File: src/rtl/adder_pkg.sv
// Shared types and sizing helpers for the multicycle add/subtract unit.
package adder_pkg;

  typedef enum logic [1:0] {
    IDLE,
    RUN,
    HOLD
  } state_t;

  // A bad CHUNK is reported by the top level; return 1 here to avoid dividing by zero.
  function automatic int nchunk(input int width, input int chunk);
    return (chunk < 1) ? 1 : width / chunk;
  endfunction

  function automatic int idx_width(input int n);
    return (n > 1) ? $clog2(n) : 1;
  endfunction

endpackage

File: src/rtl/adder_chunk.sv
// Combinational ripple of full-adder cells covering one CHUNK-bit slice.
module adder_chunk #(
  parameter int CHUNK = 4
) (
  input  logic [CHUNK-1:0] a,
  input  logic [CHUNK-1:0] b,
  input  logic             cin,
  output logic [CHUNK-1:0] sum,
  output logic             cout,
  output logic             c_msb
);

  logic [CHUNK:0] c;

  always_comb begin
    c    = '0;
    sum  = '0;
    c[0] = cin;
    for (int i = 0; i < CHUNK; i++) begin
      sum[i]   = a[i] ^ b[i] ^ c[i];
      c[i+1]   = (a[i] & b[i]) | (c[i] & (a[i] ^ b[i]));
    end
  end

  assign cout  = c[CHUNK];
  assign c_msb = c[CHUNK-1];

endmodule

File: src/rtl/multicycle_adder.sv
// Add/subtract unit resolving one CHUNK-bit slice per clock, with valid/ready on both sides.
module multicycle_adder
  import adder_pkg::*;
#(
  parameter int WIDTH = 16,
  parameter int CHUNK = 4
) (
  input  logic             clk,
  input  logic             rst_n,
  input  logic             in_valid,
  output logic             in_ready,
  input  logic [WIDTH-1:0] a,
  input  logic [WIDTH-1:0] b,
  input  logic             cin,
  input  logic             sub,
  output logic             out_valid,
  input  logic             out_ready,
  output logic [WIDTH-1:0] sum,
  output logic             cout,
  output logic             overflow
);

  localparam int NCHUNK = nchunk(WIDTH, CHUNK);
  localparam int IW     = idx_width(NCHUNK);
  localparam logic [IW-1:0] LAST = IW'(NCHUNK - 1);

  if (CHUNK < 1) begin : g_chunk_check
    $error("multicycle_adder: CHUNK must be at least 1");
  end else if (WIDTH % CHUNK != 0) begin : g_width_check
    $error("multicycle_adder: WIDTH must be a multiple of CHUNK");
  end

  state_t           state;
  state_t           state_next;
  logic [IW-1:0]    idx;
  logic [WIDTH-1:0] a_reg;
  logic [WIDTH-1:0] b_reg;
  logic             carry;
  logic             accept;
  logic [CHUNK-1:0] slice_a;
  logic [CHUNK-1:0] slice_b;
  logic [CHUNK-1:0] slice_sum;
  logic             slice_cout;
  logic             slice_cmsb;

  assign slice_a = a_reg[idx*CHUNK +: CHUNK];
  assign slice_b = b_reg[idx*CHUNK +: CHUNK];
  assign accept  = in_valid && in_ready;

  adder_chunk #(.CHUNK(CHUNK)) u_chunk (
    .a     (slice_a),
    .b     (slice_b),
    .cin   (carry),
    .sum   (slice_sum),
    .cout  (slice_cout),
    .c_msb (slice_cmsb)
  );

  always_ff @(posedge clk or negedge rst_n) begin
    if (!rst_n) state <= IDLE;
    else        state <= state_next;
  end

  always_comb begin
    state_next = state;
    in_ready   = 1'b0;
    out_valid  = 1'b0;
    case (state)
      IDLE: begin
        in_ready = 1'b1;
        if (in_valid) state_next = RUN;
      end
      RUN: begin
        if (idx == LAST) state_next = HOLD;
      end
      HOLD: begin
        out_valid = 1'b1;
        in_ready  = out_ready;
        if (out_ready) state_next = in_valid ? RUN : IDLE;
      end
      default: state_next = IDLE;
    endcase
  end

  // Subtraction is a + ~b + ~borrow, so operands are conditioned once at accept time.
  always_ff @(posedge clk or negedge rst_n) begin
    if (!rst_n) begin
      a_reg    <= '0;
      b_reg    <= '0;
      carry    <= 1'b0;
      idx      <= '0;
      sum      <= '0;
      cout     <= 1'b0;
      overflow <= 1'b0;
    end else if (accept) begin
      a_reg <= a;
      b_reg <= sub ? ~b : b;
      carry <= sub ? ~cin : cin;
      idx   <= '0;
    end else if (state == RUN) begin
      sum[idx*CHUNK +: CHUNK] <= slice_sum;
      carry                   <= slice_cout;
      if (idx == LAST) begin
        cout     <= slice_cout;
        overflow <= slice_cout ^ slice_cmsb;
      end else begin
        idx <= idx + IW'(1);
      end
    end
  end

endmodule

File: config.mk
export PLATFORM = sky130hd
export DESIGN_NAME = multicycle_adder
export DESIGN_NICKNAME = d
export VERILOG_FILES = /design/src/rtl/adder_pkg.sv /design/src/rtl/adder_chunk.sv /design/src/rtl/multicycle_adder.sv
export SDC_FILE = /design/constraint.sdc
export NUM_CORES = 1
export LEC_CHECK = 0
export ABC_CLOCK_PERIOD_IN_PS = 3400
export CORE_MARGIN = 3
export CORE_UTILIZATION = 51
export CTS_CLUSTER_DIAMETER = 50
export DETAILED_ROUTE_END_ITERATION = 8
export PLACE_DENSITY = 0.79
export SLEW_MARGIN = 20
export SYNTH_ARGS = -nofsm -noshare
export SYNTH_HDL_FRONTEND = slang
export SYNTH_SLANG_ARGS = --single-unit
File: constraint.sdc
create_clock -name clk -period 3.4 [get_ports clk]
set_clock_uncertainty 0.2 [all_clocks]
set_input_delay 0.51 -clock clk [delete_from_list [all_inputs] [get_ports clk]]
set_output_delay 0.51 -clock clk [all_outputs]
set_load 0.02 [all_outputs]
# == Word level (Yosys, flattened, before mapping) ==
# Cells that the tools add are included.
# op_classes
n_addsub,2
eq_ne,7
n_shift,4
n_mux,15
bitwise,24
reduce_logical,7
# op_table
op,count
4-bit negator with 34-bit output,1
"4-bit by 34-bit variable shift with 16-bit output, first input constant",1
4-bit by 34-bit variable part select with 16-bit output,1
16-bit by 5-bit variable part select with 4-bit output,2
16-bit bitwise mux,1
16-bit 2-to-1 mux,1
16-bit NOT,1
2-bit 2-to-1 mux,6
1-bit XOR,9
1-bit bitwise AND,8
"2-bit != test, second input constant",4
2-bit case mux with 3 select lines,1
3-bit AND reduction,2
1-bit 2-to-1 mux,5
"2-bit == test, second input constant",2
1-bit OR,4
2-bit AND reduction,2
"2-bit by 1-bit adder with 2-bit output, second input constant",1
"2-bit by 1-bit == test with 1-bit output, second input constant",1
2-bit zero test,1
1-bit NOT,2
1-bit case mux with 2 select lines,1
2-bit nonzero test,1
1-bit logical AND,1
# totals
reg_bits,55
input_bits,38
word_cells,67

# == Depth between registers and ports, before layout ==
# Gate-level depths: netlist of run 1.
# logic_depth
depth_word,12
depth_mapped,10
mapped_depth_nobuf,9

# == By module ==
# From an unflattened synthesis of run 1, not the netlist that was laid out.
# hier_totals
cells_unflattened,183
area_unflattened_um2,2686.3
# modules_own_cells
module,n_inst,cells_per_inst,area_per_inst_um2,seq_area_each_um2
multicycle_adder,1,171,2576.2,1376.3
adder_chunk,1,12,110.1,0.0

# == Worst setup path before layout of run 1 ==
# No wires, ideal clock.
# synth_path
path_type,reg-to-reg
startpoint,reg idx[1]
endpoint,reg sum[7]
setup_time_ns,0.121
arrival_ns,2.665
t_required_ns,3.079
path_slack_ns,0.414
path_stages_with_launch,10
path_buffers,1
path_cell_list,dfrtp_1 -> clkbuf_1 -> mux4_2 -> inv_1 -> fa_1 -> fa_1 -> inv_1 -> fa_1 -> fa_1 -> a22o_1
# synth_via
elab_chain_len,11
word_cells_on_any_way,23
# synth_lines
item,line_no,source
from (decl),multicycle_adder.sv:35,logic [IW-1:0] idx;
from (signal assigned),multicycle_adder.sv:107,idx <= idx + IW'(1);
16-bit by 5-bit variable part select with 4-bit output (on tied branches),"multicycle_adder.sv:46, multicycle_adder.sv:47",
1-bit XOR,"adder_chunk.sv:20, adder_chunk.sv:21",
1-bit bitwise AND,adder_chunk.sv:21,c[i+1] = (a[i] & b[i]) | (c[i] & (a[i] ^ b[i]));
1-bit OR,adder_chunk.sv:21,
1-bit bitwise AND,adder_chunk.sv:21,
1-bit OR,adder_chunk.sv:21,
1-bit bitwise AND,adder_chunk.sv:21,
1-bit OR,adder_chunk.sv:21,
1-bit XOR,adder_chunk.sv:20,sum[i] = a[i] ^ b[i] ^ c[i];
4-bit by 34-bit variable part select with 16-bit output,multicycle_adder.sv:101,sum[idx*CHUNK +: CHUNK] <= slice_sum;
16-bit bitwise mux (*),multicycle_adder.sv:101,
"to (signal, indexed assignment)",multicycle_adder.sv:101,
to (decl),multicycle_adder.sv:18,"output logic [WIDTH-1:0] sum,"
# Mark *: on every way between the ends. The rest lies on a longest branch, timed or not.
# A chain may end at the register's enable or synchronous reset.

# == Worst setup path in the final report of run 1 ==
# layout_path
startpoint,reg idx[0]
endpoint,reg sum[7]
# The elaborated chain is that of the path after synthesis.

==> results of run 1 <==
[layout by cell type (no fill, tap or decap)]
cell                              instances
sky130_fd_sc_hd__o31ai_1                  2
sky130_fd_sc_hd__nor3b_4                  1
sky130_fd_sc_hd__or2b_1                   1
sky130_fd_sc_hd__mux4_2                   8
sky130_fd_sc_hd__nor4b_1                  1
sky130_fd_sc_hd__nor2b_4                  1
sky130_fd_sc_hd__or3_1                    1
sky130_fd_sc_hd__clkdlybuf4s50_1         56
sky130_fd_sc_hd__clkinv_2                 3
sky130_fd_sc_hd__nor2_1                   4
sky130_fd_sc_hd__o41ai_1                  1
sky130_fd_sc_hd__clkbuf_8                 5
sky130_fd_sc_hd__xnor2_1                  3
sky130_fd_sc_hd__buf_4                    4
sky130_fd_sc_hd__nor3b_1                  1
sky130_fd_sc_hd__inv_1                   10
sky130_fd_sc_hd__mux2_4                  26
sky130_fd_sc_hd__ha_1                     6
sky130_fd_sc_hd__xor2_1                  16
sky130_fd_sc_hd__a22o_1                  12
sky130_fd_sc_hd__nand3b_1                 4
sky130_fd_sc_hd__mux2i_1                  3
sky130_fd_sc_hd__o21ai_0                  3
sky130_fd_sc_hd__nor2b_1                  1
sky130_fd_sc_hd__mux2_2                   7
sky130_fd_sc_hd__nand3b_4                 1
sky130_fd_sc_hd__nand2b_1                 1
sky130_fd_sc_hd__buf_2                    1
sky130_fd_sc_hd__and2b_1                  1
sky130_fd_sc_hd__nand2_1                  5
sky130_fd_sc_hd__fa_1                     4
sky130_fd_sc_hd__dfrtp_1                 55
sky130_fd_sc_hd__nand3_1                  1
sky130_fd_sc_hd__or2_2                    1
sky130_fd_sc_hd__nor3_1                   2
sky130_fd_sc_hd__nor4_1                   1
[cell usage after synthesis, types with 2 or more instances]
master,n,share of area
sky130_fd_sc_hd__ha_1,6,0.027
sky130_fd_sc_hd__mux2i_1,3,0.011
sky130_fd_sc_hd__buf_2,2,0.0035
sky130_fd_sc_hd__xnor2_1,3,0.0093
sky130_fd_sc_hd__nand3b_1,4,0.011
sky130_fd_sc_hd__mux2_2,7,0.028
sky130_fd_sc_hd__mux2_4,26,0.14
sky130_fd_sc_hd__o31ai_1,2,0.0053
sky130_fd_sc_hd__inv_1,10,0.013
sky130_fd_sc_hd__nand2_1,5,0.0066
sky130_fd_sc_hd__buf_4,2,0.0053
sky130_fd_sc_hd__o21ai_0,3,0.0053
sky130_fd_sc_hd__fa_1,4,0.028
sky130_fd_sc_hd__nor3_1,2,0.0035
sky130_fd_sc_hd__xor2_1,16,0.049
sky130_fd_sc_hd__a22o_1,12,0.037
sky130_fd_sc_hd__nor2_1,4,0.0053
sky130_fd_sc_hd__buf_6,5,0.020
sky130_fd_sc_hd__dfrtp_1,55,0.49
sky130_fd_sc_hd__mux4_2,8,0.064
[cell type report]
type	instances	area share
clock buffers	5	0.0196
clock inverters	3	0.00427
multi-input cells	119	0.380
flip-flops and latches	55	0.391
well taps	70	0.0249
repair buffers	61	0.169
inverters	10	0.0107
[worst max-delay path by stage]
| stage | from | endpoint | depth (start not counted) |
|---|---|---|---|
| after CTS | idx[0] | sum[7] | 8 |
| after global routing | idx[0] | sum[3] | 8 |
| final | idx[0] | sum[7] | 8 |
| after global placement | idx[0] | sum[3] | 8 |
| after detailed placement | idx[0] | sum[7] | 8 |
| after floorplan | idx[1] | sum[7] | 9 |
[worst max-delay path, cell delays in order, from the launching register on]
cell                      delay, ns
sky130_fd_sc_hd__dfrtp_1       0.50
sky130_fd_sc_hd__buf_4         0.28
sky130_fd_sc_hd__mux4_2        0.53
sky130_fd_sc_hd__inv_1         0.10
sky130_fd_sc_hd__fa_1          0.17
sky130_fd_sc_hd__inv_1         0.05
sky130_fd_sc_hd__fa_1          0.41
sky130_fd_sc_hd__fa_1          0.53
sky130_fd_sc_hd__a22o_1        0.22
[layer usage]
layer  vias up  track usage
met2        46        0.305
met1       802        0.224
met4         0       0.0405
li1        801            -
met5         -            0
met3         5       0.0415
[cell families after synthesis]
logic type / Yosys count
multiplexers: 44
AO/OA/AOI/OAI: 18
AND/OR/NAND/NOR: 28
XOR/XNOR: 19
buffers and inverters: 20
flip-flops: 55
adder cells (fa/ha/maj): 10
[where the power goes]
part	total, mW	internal [mW]	switching [mW]	leakage [nW]
Sequential	1.16	0.946	0.217	0.682
Clock	0.342	0.141	0.200	0.0477
Combinational	1.83	0.982	0.849	0.826
[per-stage QoR]
stage               worst slack [ns]  cell area (µm²)   util  total power, mW  std cells
finish                         0.308             3520  0.672             3.34        323
CTS                            0.287             3520  0.672             3.38        323
floorplan                      0.414             2830      -             2.51        194
global placement               0.382             3440  0.656             2.95        315
global route                   0.142             3520  0.672             3.59        323
detailed placement             0.296             3440  0.656             3.04        315
==> out/results.txt, run 1 <==
The flow ran to the end, and the final reports show no timing, DRC or antenna violations. CTS placed an instance of sky130_fd_sc_hd__clkbuf_8 at the clock tree root. The number of detailed-routing iterations run before antenna repair is 4, and the antenna violation net count after detailed routing is 0.

The logs give 3990 µm for the detailed-placement wirelength estimate and 0 for the quantity of gates resized following cts. Peak fanout along the critical path: 14. The die height came out at 80.5 µm. Subtracting the final worst setup slack from the clock period gives 3.09 ns. The post-synth net total is 242, and the via count of the first global-routing pass is 1,811. Fraction of synthesized cell area in xor and xnor cells: 0.0588. The final layout contains routed wiring with a total length of 5030 µm.

The reported max-cap violation count was 0; the area of the die was 0.00648 mm². Counting flops with a built-in enable in the synthesized netlist gives 0. The capturing element type of the critical path is a register. Dividing total power by cell area gives a power density of 948 mW/mm². The tools report the DRC violations left as 0. The tools report the unique cell type count in the Yosys netlist as 35.

In this run, post-CTS hold repair placed 0 buffers. Mean number of vias per cell: 5.12. On the final layout, the worst hold slack is 0.0439 ns. Slack of the worst reg-to-reg path: 0.31 ns. The measured slew at the worst slew-check pin came out at 0.853 ns. The total area inside the core boundary comes to 0.00524 mm². For this block, wires on met1 add up to 2300 µm. The clock buffer count from CTS was 5; the complex-gate fraction of the synthesized area was 0.0508. The worst setup path is of the register to register kind. After synthesis, the mean cell area works out to 14.6 µm².

The number of antenna violations at the first check in global routing is 0. The most used flip-flop cell after synthesis is sky130_fd_sc_hd__dfrtp_1. The tools report the capture instance of the worst register-to-register path as sum[7]. The tools report the fraction of the yosys area taken by sequential cells as 0.486.

The count of cells along the worst register-to-register path is 8. After floorplanning, the core was divided into 26 placement rows. For this run, the number of Yosys warnings is 0.

Routability-driven placement finished with a final weighted congestion of 0.797. The logs give 0 for the count of final max-slew check failures and 2450 µm for the routed length on met2. The worst path required time is 3.39 ns. The post-route clock period utilization works out to 0.909. The dominant combinational cell family by area after synthesis is multiplexers. In this run, the number of DRC markers left after iteration 0 of detailed routing was 51. The worst voltage drop across the vdd grid was 0.402 mV; the count of input and output buffers was 57. Flip-flop and latch area: 0.00138 mm². In the final layout, the multi-input gates occupy 0.00134 mm². The fraction of the mapped netlist area in adder cells was 0.0548.

Final-report setup violation count: 0. The setup TNS after final layout is 0 ns, and the fraction of synthesis flops using an asynchronous set or reset pin is 1.00. Entering global routing, the biggest net connects 37 pins.

The post-synthesis mux area share is 0.240, and the clock input transition at the sequential cells of the worst setup and hold paths is 0.09 ns. Counting every sink on the clock net gives 55. The total of fill cells in the finished design was 385. In this run the critical register-to-register path is launched from idx[0]. The combined global-route utilization of all metal layers is 0.176, and the count of inserted antenna diode cells is 0.

For the synthesized instance count, the log shows 194. Routed signal wires occupy layers up through met4. Setup repair after global routing left no endpoint under its margin.

The hold violation total from the final report is 0, and the top-level port count is 58. Summing over every cut layer, the via total after detailed routing is 1,654. From synthesis to final layout, the design area changed by 24.3%. The horizontal die dimension was 80.5 µm. The path class of the tightest hold or removal check is input port to async pin. The run gives 0.541 as the starting utilization of the core area. In the detailed route, the total length drawn on met3 is 241 µm.

The logs give 0.30 ns for the later-pin clock latency in the skew report and 3.09 ns for the arrival time of data at the critical path endpoint. Area share of and/or/nand/nor cells after synthesis: 0.0663. The tools report the launching element type of the critical path as a register. The share of final-layout standard cells stronger than drive strength 1 was 0.229.

TritonCTS built the clock tree. CTS built an H-tree with a depth of 2. No sink is reached through more buffers than the 2 on the longest clock path.

The routed wirelength normalized by instance count was 15.6 µm; the static leakage was 1.56 nW. The first global-routing pass estimated 8660 µm of wire. The logs give 0.430 for the tightest slew margin relative to the limit and 300 for the number of nets in the finished design. Timing would allow up to 0.323 GHz. The cell area that synthesis handed to floorplanning was 0.00283 mm². The total overflow reported by the global router was 0; the flip-flop and latch count after synthesis was 55.

In this run the post-CTS setup repair buffer count came out at 0.
Note: power is estimated with default switching activity, not from simulation.
==> run 2: changes to the inputs <==
--- a/config.mk
+++ b/config.mk
@@ -5,8 +5,8 @@
 export SDC_FILE = /design/constraint.sdc
 export NUM_CORES = 1
 export LEC_CHECK = 0
-export ABC_CLOCK_PERIOD_IN_PS = 3400
-export CORE_MARGIN = 3
+export ABC_CLOCK_PERIOD_IN_PS = 3200
+export CORE_MARGIN = 2
 export CORE_UTILIZATION = 51
 export CTS_CLUSTER_DIAMETER = 50
 export DETAILED_ROUTE_END_ITERATION = 8
==> constraint.sdc (replaced) <==
create_clock -name clk -period 3.2 [get_ports clk]
set_clock_uncertainty 0.2 [all_clocks]
set_input_delay 0.48 -clock clk [delete_from_list [all_inputs] [get_ports clk]]
set_output_delay 0.48 -clock clk [all_outputs]
set_load 0.02 [all_outputs]
==> out/results.txt, run 2 (synthesis gave the netlist of run 1 again) <==
The run finished with clean final reports. The tree is rooted in a sky130_fd_sc_hd__clkbuf_8. The number of hold buffers added after CTS was 1; the share of final-layout standard cells stronger than drive strength 1 was 0.221. The logs give 0 for the hold violation total from the final report and 0 for the DRC violations left. The startpoint identified for the worst hold timing path is sum[4]. In this run, CTS created clock tree buffers numbering 5.

The post-route core utilization came out at 0.651. 0 antenna diodes ended up in the layout. Measured along the y axis, the die boundary spans 78.5 µm. STA classifies the critical path startpoint as a register. The floorplan step defined a die boundary enclosing 0.00616 mm².

The H-tree generated during clock tree synthesis spans 2 levels. The worst path required time is 3.19 ns, and the row count is 27. After clock tree synthesis, the clock-pin slew on the worst setup and hold paths is 0.08 ns.

58 I/O pins were placed. The net count of the finished layout is 302. After global routing the overflow that remains totals 0. At the later pin of the worst-skew pair, clock insertion delay measures 0.30 ns.

After clock tree synthesis, the repair step resized 0 gates. The time the worst path needs with I/O delays and setup was 2.97 ns. Tracing the worst setup path back leads to its startpoint at idx[0].

Setup violations remaining at the end of the flow were counted as 0. For the tightest slew margin relative to the limit, the log shows 0.423. In this run the critical register-to-register path is launched from idx[0]. The capture instance of the worst register-to-register path is sum[7].

The wire length reported by the detailed router came out at 5000 µm. The count of nets left with antenna violations once routing finished came out at 0. The starting utilization of the core area was 0.521.

The count of cells along the worst register-to-register path was 8. The via count of the first global-routing pass was 1,751; the signed area change from the synthesized netlist to the final layout was 25.1%. The first global-routing pass estimated 8690 µm of wire.

TritonCTS built the clock tree. In the layout the commonest cells are 56 x sky130_fd_sc_hd__clkdlybuf4s50_1, 55 x sky130_fd_sc_hd__dfrtp_1, 26 x sky130_fd_sc_hd__mux2_4, 16 x sky130_fd_sc_hd__xor2_1, 12 x sky130_fd_sc_hd__a22o_1. At the pin with the least slew margin, the transition time is 0.863 ns.

Leaving out fill and tap cells, the most frequent cell in the layout is sky130_fd_sc_hd__clkdlybuf4s50_1. Clock tree synthesis found a total of 55 sinks. The routed wirelength normalized by instance count is 15.4 µm. Of all nets on the critical path, the largest fanout is 13. The tool flagged a number of max-cap violations equal to 0. In the routed layout, each cell is associated on average with a via count of 5.15.

Entering global routing, the biggest net connects 37 pins. The highest clock frequency the design can meet came out at 0.337 GHz. The tools report the worst hold endpoint as sum[4].

The floorplan step set the die width to 78.5 µm. For the number of antenna violations at the first check in global routing, the log shows 0. The combined global-route utilization of all metal layers was 0.183; the power per unit of standard cell area was 1000 mW/mm². The post-route clock period utilization works out to 0.928.

Setup repair after global routing left no endpoint under its margin. Cell depth of the worst min-delay path: 2. After floorplanning, the core was sized to cover 0.00544 mm². At the worst endpoint, the arrival time is 2.96 ns. Port buffering added 57 buffers. In this run the register-to-register setup slack is 0.23 ns. After the first detailed-routing iteration, the DRC count stood at 52. The clock tree buffer depth is 2, and the worst voltage drop across the vdd grid is 0.528 mV. Routability-driven placement finished with a final weighted congestion of 0.773. The static leakage was 1.56 nW. The tightest min-delay check is of the register to register type. The first TritonRoute pass finished after 6 iterations. The tools report the via count of the routed design as 1,674.

The tools report the number of buffers added for setup after CTS as 0. The worst setup path is captured at a register. The tools report the count of final max-slew check failures as 0. The critical path class is register to register. Setup total negative slack on the finished layout was measured at 0 ns. Detailed-placement wirelength estimate: 3780 µm.
==> run 2: final cells by class <==
class,instances,area [µm²]
fill,407,1900
sequential,55,1380
multi-input combinational,119,1340
timing repair buffer,63,626
tap,72,90.1
clock buffer,6,72.6
inverter,10,37.5
==> run 2: routing by layer <==
layer / wire length (µm) / vias up / global-route usage
met5: 0 / - / 0
met1: 2310 / 816 / 0.249
met2: 2420 / 49 / 0.296
met4: 49 / 0 / 0.0456
met3: 220 / 6 / 0.0437
li1: - / 803 / -
==> run 2: worst max path at each step <==
| stage | endpoint | cells past startpoint |
|---|---|---|
| after floorplan | sum[7] | 9 |
| after global placement | sum[3] | 8 |
| after detailed placement | sum[7] | 8 |
| after CTS | sum[7] | 8 |
| after global routing | sum[3] | 8 |
| final | sum[7] | 8 |
==> run 2: through the flow <==
stage | hold slack (ns) | std cells | setup WS [ns] | area, µm² | power (mW)
6_report | 0.297 | 325 | 0.229 | 3540 | 3.55
3_5_place_dp | 0.249 | 318 | 0.221 | 3460 | 3.23
3_3_place_gp | 0.245 | 318 | 0.289 | 3460 | 3.18
4_1_cts | 0.304 | 325 | 0.204 | 3540 | 3.59
2_1_floorplan | -0.0156 | 194 | 0.214 | 2830 | 2.66
5_1_grt | 0.333 | 325 | 0.117 | 3540 | 3.81
==> run 2: report_power, final <==
| group | leakage (nW) | internal, mW | switching, mW | total [mW] |
|---|---|---|---|---|
| combinational | 0.839 | 1.06 | 0.911 | 1.97 |
| sequential | 0.682 | 1.01 | 0.223 | 1.23 |
| clock | 0.0371 | 0.146 | 0.200 | 0.347 |
==> run 2: critical path, cell delays in order (launching register included) <==
cell and delay (ns):
sky130_fd_sc_hd__dfrtp_1 0.43, sky130_fd_sc_hd__buf_4 0.25, sky130_fd_sc_hd__mux4_2 0.52, sky130_fd_sc_hd__inv_1 0.09, sky130_fd_sc_hd__fa_1 0.16, sky130_fd_sc_hd__inv_1 0.05
sky130_fd_sc_hd__fa_1 0.41, sky130_fd_sc_hd__fa_1 0.52, sky130_fd_sc_hd__a22o_1 0.23
